### src/rtl/whack_pkg.sv
// Shared defaults and FSM state encoding for the auto_player whack-a-mole bot.
package whack_pkg;

  localparam int NUM_HOLES_DEF  = 18;
  localparam int CLK_PER_MS_DEF = 50000;
  localparam int MS_W           = 16;

  typedef logic [2:0] ap_state_t;

  localparam ap_state_t ST_IDLE  = 3'd0;
  localparam ap_state_t ST_REACT = 3'd1;
  localparam ap_state_t ST_SCAN  = 3'd2;
  localparam ap_state_t ST_WHACK = 3'd3;
  localparam ap_state_t ST_GAP   = 3'd4;

  localparam logic [7:0] LFSR_SEED = 8'hA5;

  // x^8 + x^6 + x^5 + x^4 + 1, shifting toward the MSB
  function automatic logic [7:0] lfsr_next(input logic [7:0] l);
    return {l[6:0], l[7] ^ l[5] ^ l[4] ^ l[3]};
  endfunction

endpackage

### src/rtl/ms_tick.sv
// Millisecond prescaler: counts 0..CLK_PER_MS-1 and pulses tick for one cycle per wrap.
module ms_tick #(
  parameter int CLK_PER_MS = 50000
) (
  input  logic clk,
  input  logic rst_n,
  input  logic clr,
  output logic tick
);

  localparam int W = (CLK_PER_MS > 1) ? $clog2(CLK_PER_MS) : 1;
  localparam logic [W-1:0] LAST = W'(CLK_PER_MS - 1);

  logic [W-1:0] cnt;

  always_ff @(posedge clk or negedge rst_n) begin
    if (!rst_n)           cnt <= '0;
    else if (clr)         cnt <= '0;
    else if (cnt == LAST) cnt <= '0;
    else                  cnt <= cnt + 1'b1;
  end

  // clr wins so a freshly entered state never sees a stale tick
  assign tick = (cnt == LAST) && !clr;

endmodule

### src/rtl/auto_player.sv
// Automated whack-a-mole player: reacts to a new mole pattern, then toggles the
// switch of every still-present mole in ascending order. Optional AUTO_PLAYER_MISS_EN
// adds an LFSR that deliberately skips about one whack in eight.
module auto_player
  import whack_pkg::*;
#(
  parameter int NUM_HOLES   = NUM_HOLES_DEF,
  parameter int CLK_PER_MS  = CLK_PER_MS_DEF,
  parameter int REACTION_MS = 150,
  parameter int GAP_MS      = 50
) (
  input  logic                 clk,
  input  logic                 rst_n,
  input  logic                 enable,
  input  logic [NUM_HOLES-1:0] mole_positions,
  output logic [NUM_HOLES-1:0] switches,
  output logic                 busy,
  output logic [7:0]           whack_count
);

  localparam int IDX_W = (NUM_HOLES > 1) ? $clog2(NUM_HOLES) : 1;
  localparam logic [IDX_W-1:0] LAST_IDX = IDX_W'(NUM_HOLES - 1);

  ap_state_t            state, state_nxt;
  logic [NUM_HOLES-1:0] snapshot;
  logic [NUM_HOLES-1:0] hit_vec;
  logic [IDX_W-1:0]     idx;
  logic [MS_W-1:0]      ms_cnt;
  logic                 tick, tmr_clr, recap, recap_raw;
  logic                 hit, last, react_done, gap_done, miss, whack_fire;

  ms_tick #(.CLK_PER_MS(CLK_PER_MS)) u_ms_tick (
    .clk   (clk),
    .rst_n (rst_n),
    .clr   (tmr_clr),
    .tick  (tick)
  );

  // a hole only qualifies if it was in the reacted-to pattern and is still up now
  assign hit_vec    = snapshot & mole_positions;
  assign hit        = hit_vec[idx];
  assign last       = (idx == LAST_IDX);
  assign react_done = (ms_cnt >= MS_W'(REACTION_MS));
  assign gap_done   = (ms_cnt >= MS_W'(GAP_MS));

`ifdef AUTO_PLAYER_MISS_EN
  logic [7:0] lfsr;

  always_ff @(posedge clk or negedge rst_n) begin
    if (!rst_n)                                      lfsr <= LFSR_SEED;
    else if (state_nxt == ST_WHACK && state != ST_WHACK) lfsr <= lfsr_next(lfsr);
  end

  assign miss = (lfsr[2:0] == 3'd0);
`else
  assign miss = 1'b0;
`endif

  always_comb begin
    state_nxt = state;
    recap_raw = 1'b0;
    case (state)
      ST_IDLE:
        if (mole_positions != '0 && mole_positions != snapshot) state_nxt = ST_REACT;
      ST_REACT:
        if (mole_positions != snapshot) recap_raw = 1'b1;
        else if (react_done)            state_nxt = ST_SCAN;
      ST_SCAN:
        if (hit)       state_nxt = ST_WHACK;
        else if (last) state_nxt = ST_IDLE;
      ST_WHACK:
        state_nxt = ST_GAP;
      ST_GAP:
        if (gap_done) state_nxt = last ? ST_IDLE : ST_SCAN;
      default:
        state_nxt = ST_IDLE;
    endcase
    if (!enable) state_nxt = ST_IDLE;
  end

  assign recap      = recap_raw && enable;
  assign tmr_clr    = (state_nxt != state) || recap;
  assign whack_fire = (state == ST_WHACK) && (state_nxt == ST_GAP) && !miss;

  always_ff @(posedge clk or negedge rst_n) begin
    if (!rst_n) begin
      state       <= ST_IDLE;
      snapshot    <= '0;
      idx         <= '0;
      ms_cnt      <= '0;
      switches    <= '0;
      whack_count <= '0;
    end else begin
      state <= state_nxt;

      if ((state == ST_IDLE && state_nxt == ST_REACT) || recap)
        snapshot <= mole_positions;

      if (state == ST_REACT && state_nxt == ST_SCAN)
        idx <= '0;
      else if ((state == ST_SCAN || state == ST_GAP) && state_nxt == ST_SCAN)
        idx <= idx + 1'b1;

      if (tmr_clr)                ms_cnt <= '0;
      else if (tick && ms_cnt != '1) ms_cnt <= ms_cnt + 1'b1;

      if (whack_fire) begin
        switches <= switches ^ (NUM_HOLES'(1) << idx);
        if (whack_count != 8'hFF) whack_count <= whack_count + 1'b1;
      end
    end
  end

  assign busy = (state != ST_IDLE);

endmodule

### config.mk
export PLATFORM = sky130hd
export DESIGN_NAME = auto_player
export DESIGN_NICKNAME = d
export VERILOG_FILES = /design/src/rtl/whack_pkg.sv /design/src/rtl/ms_tick.sv /design/src/rtl/auto_player.sv
export SDC_FILE = /design/constraint.sdc
export NUM_CORES = 1
export LEC_CHECK = 0
export ABC_CLOCK_PERIOD_IN_PS = 7200
export BUFFER_PORTS_ARGS = -buffer_cell sky130_fd_sc_hd__buf_2
export CAP_MARGIN = 20
export CORE_UTILIZATION = 55
export CTS_BUF_LIST = sky130_fd_sc_hd__clkbuf_2
export CTS_CLUSTER_SIZE = 28
export DETAILED_ROUTE_END_ITERATION = 8
export GPL_TIMING_DRIVEN = 0
export HOLD_SLACK_MARGIN = 0.03
export PLACE_DENSITY_LB_ADDON = 0.3
export REMOVE_ABC_BUFFERS = 1
export SYNTH_ARGS = -nofsm -noshare
export SYNTH_HDL_FRONTEND = slang
export SYNTH_SLANG_ARGS = --single-unit
### constraint.sdc
create_clock -name clk -period 7.2 [get_ports clk]
set_input_delay 1.44 -clock clk [delete_from_list [all_inputs] [get_ports clk]]
set_output_delay 1.44 -clock clk [all_outputs]
set_load 0.01 [all_outputs]
# After elaboration in Yosys (flattened, before gate mapping)
# Cells that the tools add are included.
# op_classes
n_bitwise,2
addsub,4
n_reduce_logical,18
n_shift,1
order_cmp,3
mux,19
eq_ne,13
# ops
operator,count
16-bit two-way mux,4
16-bit by 1-bit adder with 16-bit output (second input constant),2
3-bit two-way mux,7
18-bit AND,1
18-bit != test,1
18-bit nonzero test,1
1-bit by 5-bit << shifter with 18-bit output (first input constant),1
18-bit bitwise XOR,1
16-bit equality test (second input constant),1
16-bit by 6-bit >= comparator with 1-bit output (second input constant),1
16-bit by 8-bit >= comparator with 1-bit output (second input constant),1
16-bit != test (second input constant),1
3-bit one-hot mux with 5 select lines,1
5-bit two-way mux,2
3-bit by 2-bit equality test with 1-bit output (second input constant),3
8-bit by 1-bit adder with 8-bit output (second input constant),1
1-bit logical AND,8
8-bit != test (second input constant),1
3-bit by 1-bit equality test with 1-bit output (second input constant),2
3-bit equality test (second input constant),2
5-bit by 6-bit < comparator with 1-bit output (second input constant),1
5-bit by 1-bit adder with 5-bit output (second input constant),1
1-bit binary-select mux with 5-bit select,1
5-bit equality test (second input constant),1
other kinds (9),14
# word_totals
wordCells,67
reg_bits,84
out_inout_bits,27
in_bits,21

# Depth between registers and ports, before layout
# depth
ltp_word,13
depth_mapped,9
depth_no_buf,8

# By module
# From an unflattened synthesis, not the netlist that was laid out.
# hier_totals
hier_cells,450
area_unflattened_um2,4695.8
# modules_own_cells
module,area_per_inst_um2,instances,cells_each
auto_player,3901.2,1,369
ms_tick,794.5,1,81

# Worst setup path after synthesis
# No wires, ideal clock.
# synth_path
path_type,input port to flip-flop
from,input mole_positions[8]
to,register ms_cnt[10]
cell_stages,8
path_buffers,1
arrival_time_ps,3183
slack_ps,3880
path_cell_list,ha_1 -> nor4_1 -> nand3_1 -> a311oi_1 -> nor3_1 -> o21ba_2 -> clkbuf_1 -> a21oi_1
# synth_via
elab_chain_len,12
word_cells_on_any_way,21
# synth_lines
item,line,rtl
start: declaration,auto_player.sv:15,"input logic [NUM_HOLES-1:0] mole_positions,"
18-bit AND,auto_player.sv:40,assign hit_vec = snapshot & mole_positions;
1-bit binary-select mux with 5-bit select,auto_player.sv:41,assign hit = hit_vec[idx];
1-bit two-way mux (not written as such),auto_player.sv:41,
3-bit two-way mux,auto_player.sv:69,if (hit) state_nxt = ST_WHACK;
3-bit one-hot mux with 5 select lines,auto_player.sv:62,case (state)
3-bit two-way mux,auto_player.sv:78,if (!enable) state_nxt = ST_IDLE;
3-bit != test,auto_player.sv:82,assign tmr_clr = (state_nxt != state) || recap;
1-bit logical OR (*),auto_player.sv:82,
1-bit zero test,ms_tick.sv:24,assign tick = (cnt == LAST) && !clr;
1-bit logical AND,ms_tick.sv:24,
1-bit logical AND,auto_player.sv:105,else if (tick && ms_cnt != '1) ms_cnt <= ms_cnt + 1'b1;
2-bit nonzero test (no source line),--,
end signal: assignment,auto_player.sv:105,
end: declaration,auto_player.sv:28,logic [MS_W-1:0] ms_cnt;
# Mark *: on every way between the ends. The rest lies on a longest branch, timed or not. The select of a mux whose other input is x is not followed.
# A chain may end at the register's enable or synchronous reset.

# Worst setup path after layout
# layout_path
from,input mole_positions[4]
to,register u_ms_tick.cnt[0]
# layout_via
elab_chain_len,9
word_cells_on_any_way,17
# layout_lines
item,line,rtl
18-bit AND,auto_player.sv:40,
1-bit binary-select mux with 5-bit select,auto_player.sv:41,
1-bit two-way mux (not written as such),auto_player.sv:41,
3-bit two-way mux,auto_player.sv:69,
3-bit one-hot mux with 5 select lines,auto_player.sv:62,
3-bit two-way mux,auto_player.sv:78,
3-bit != test,auto_player.sv:82,
1-bit logical OR (*),auto_player.sv:82,
16-bit two-way mux (*),ms_tick.sv:18,else if (clr) cnt <= '0;
end signal: assignment,ms_tick.sv:20,else cnt <= cnt + 1'b1;
end: declaration,ms_tick.sv:14,logic [W-1:0] cnt;
# Marks and branches as above.

==> flow_metrics.tcl <==
set metrics [dict create \
    rsz0062_at_grt "no" \
    intPower_mw 0.6387 \
    cp-end-kind "register" \
    antenna_found_initial 0 \
    synth_async_sr_flop_share_pct 100.0 \
    avgSynthCellArea_um2 10.55 \
    post-route-util_pct 61.74 \
    synth_cell_types 63 \
    hp-start "switches[8]" \
    syn_inst 464 \
    drc 0 \
    seqPwrFrac_pct 57.5 \
    cts_setup_buffers 0 \
    finalHoldViolCount 0 \
    syn-cell-area_mm2 0.004897 \
    worst-slew-pin-transition_ns 0.7636 \
    root_buffer "clkbuf_2" \
    ys_seq_area_share_pct 42.92 \
    grt-ovfl-total 0 \
    yosys_warnings 0 \
    vias 3650 \
    outcome "complete, no violations" \
    grt_pass1_wl_um 16240 \
    dp_hpwl_um 6913 \
    h-tree-depth 3 \
    die_h_um 96.36 \
    postCtsHoldBufs 0 \
    crit_start "mole_positions[4]" \
    cpPeakStageDelay_ns 0.52 \
    cp.required_ns 7.62 \
    final_nets 556 \
    synth-edff-count 0 \
    dp_slack_ns 2.659 \
    power.share.combinational_pct 11.0 \
    io_pins 48 \
    avgViaCountPerCell 5.897 \
    dieWidth_um 96.36 \
    timing.fmax_mhz 251.8 \
    p_leak_nw 2.308 \
    synth_area_leaders "dfrtp_1, ha_1, xnor2_1" \
    setup_slack_ns 3.229 \
    synth_area_leader_cell "dfrtp_1" \
    cts_tree "done" \
    wire_per_inst_um 15.91 \
    hold_path_class "reg -> reg" \
    ys.flop_type "dfrtp_1" \
    ys_ff_latch 84 \
    clock_latency_ns 0.53 \
    gp_congestion 0.8938 \
    grt_pass1_vias 3457 \
    numCtsBuffers 9 \
    dieArea_mm2 0.009285 \
    drt_wl_total_um 9851 \
    cts.sink_count 84 \
    antenna_cells 0 \
    clk_pin_slew_ns 0.24 \
    period_minus_slack_ns 3.971 \
    cp-start-kind "input port" \
    finalSetupTns_ns 0 \
    yosys.area.top_type_share_pct 42.92 \
    initial_utilization_pct 56.43 \
    rr_startpoint "snapshot[4]" \
    top_usage_layer "met2" \
    critPathArrivalTime_ns 4.39 \
    rows 34 \
    fin_skew_ns 0.03549 \
    grt_max_degree 61 \
    p_switching_mw 0.2259 \
    layout-drive-gt1-share_pct 22.31 \
    use_met3_pct 3.791 \
    crit_chain "buf_2 -> ha_1 -> nor4_1 -> nand3_1 -> a311oi_1 -> a21bo_2 -> nand3_1 -> buf_16 -> a2111oi_0" \
    critical_path.most_common_cell "nand3_1" \
    firstDrtPassIters 5 \
    min_period_over_period_pct 55.15 \
    max_slew_margin_pct 49.10 \
    core_area_mm2 0.008678 \
    slew_violations 0 \
    vdd_drop_max_mv 0.08055 \
    crit_path_top_delay_cell "a311oi_1" \
    worstSetupPathType "in -> reg" \
    crit_fanout 22 \
    ant_nets 0 \
    setup_viol 0 \
    grt_use_met1_pct 31.74 \
    powerDensity_mw_per_mm2 161.4 \
    met2_usage_pct 35.87 \
    cts_resized 0 \
    netSwitchingFraction_pct 26.13 \
    port_buffers 47 \
    first_iter_violations 239 \
    drv_cap 0 \
    syn2layout_area_growth_pct 9.402 \
    track_usage_pct 22.72 \
    clockBufferDepth 2 \
    p_clk_share_pct 31.5 \
]
[path summary, 6_finish.rpt]
kind | depth (start not counted) | end | slack, ns
hold / removal | 1 | switches[8] | 0.48
setup reg to reg | 8 | u_ms_tick.cnt[0] | 3.84
max in group asynchronous | 2 | whack_count[5] | 5.80
min in group asynchronous | 1 | u_ms_tick.cnt[12] | 0.79
setup / recovery | 9 | u_ms_tick.cnt[0] | 3.23
hold reg to reg | 1 | switches[8] | 0.48
[cell usage in the layout (no fill, tap or decap), drive strengths merged, types with 3 or more instances in the layout]
master / count
dfrtp: 84
buf: 51
nand3: 34
xnor2: 34
nand2: 31
ha: 28
mux2: 24
a211oi: 22
a21oi: 21
nor4: 21
nor2: 18
xor2: 18
inv: 16
nand4: 14
nor3: 12
clkbuf: 11
o21ai: 10
or4: 5
nor3b: 4
o31ai: 4
nand2b: 3
and2: 3
and3: 3
[critical path: cells and delay by family]
family          cells  cell delay, ns
compound gates      3            1.10
simple gates        3            1.05
fa+ha+maj           1            0.29
buf+inv             2            0.49
[flip-flops by register name (all words and copies together) (netlist names)]
| register | cells |
|---|---|
| ms_cnt | 16 |
| idx | 5 |
| switches | 18 |
| state | 3 |
| snapshot | 18 |
| u_ms_tick.cnt | 16 |
| whack_count | 8 |
[Yosys cell counts (all sizes together) (2+ instances only)]
| cell type | n |
|---|---|
| and4 | 2 |
| and3 | 3 |
| nand2 | 31 |
| o21ai | 10 |
| nand4 | 14 |
| o2111ai | 2 |
| inv | 16 |
| a21oi | 21 |
| nor3 | 12 |
| ha | 28 |
| clkbuf | 10 |
| nor4 | 21 |
| nand3 | 34 |
| a2111oi | 2 |
| a211oi | 22 |
| xor2 | 18 |
| nor2b | 2 |
| or3 | 2 |
| or4 | 5 |
| xnor2 | 34 |
| and2 | 3 |
| o31ai | 4 |
| buf | 10 |
| o41ai | 2 |
| o221ai | 2 |
| mux2 | 24 |
| nor3b | 4 |
| nor2 | 18 |
| nand2b | 3 |
| dfrtp | 84 |
[per-layer routing]
metal | part of all wire, % | wire length [µm]
met5 | 0 | 0
met4 | 0.98 | 97
met3 | 4.3 | 428
met2 | 47 | 4624
met1 | 48 | 4700
[cell type report]
class,count,area [µm²]
clock inverters,5,77.57
repair buffers,52,327.8
inverters,16,60.06
flip-flops and latches,84,2102
clock buffers,10,50.05
well taps,108,135.1
multi-input cells,344,2605
fillers,720,3321
[through the flow]
| stage | hold slack, ns | total power [mW] | instances | area [µm²] |
|---|---|---|---|---|
| after floorplan | 0.4411 | 0.5583 | 444 | 4762 |
| after global placement | 0.4502 | 0.5936 | 599 | 5132 |
| after detailed placement | 0.4544 | 0.6020 | 603 | 5225 |
| after CTS | 0.4843 | 0.8753 | 618 | 5353 |
| after global routing | 0.5023 | 0.9088 | 619 | 5358 |
| final | 0.4760 | 0.8647 | 619 | 5358 |
[kinds of logic (layout without fill, tap and decap cells)]
family / count (synthesis) / in the layout / share of synthesized area (%)
xor+xnor: 52 / 52 / 9.300
mux: 26 / 26 / 6.183
flops: 84 / 84 / 42.92
compound gates: 79 / 79 / 12.09
fa+ha+maj: 28 / 28 / 7.154
buf+inv: 36 / 83 / 3.986
simple gates: 159 / 159 / 18.37
[power by group through the flow]
stage / clock network, mW / registers (mW) / logic [mW]
floorplan: 0 / 0.503 / 0.0552
global placement: 0 / 0.505 / 0.0890
detailed placement: 0 / 0.506 / 0.0963
CTS: 0.281 / 0.497 / 0.0966
global route: 0.301 / 0.500 / 0.107
finish: 0.272 / 0.497 / 0.0951
Power figures use the tool's default switching activity.
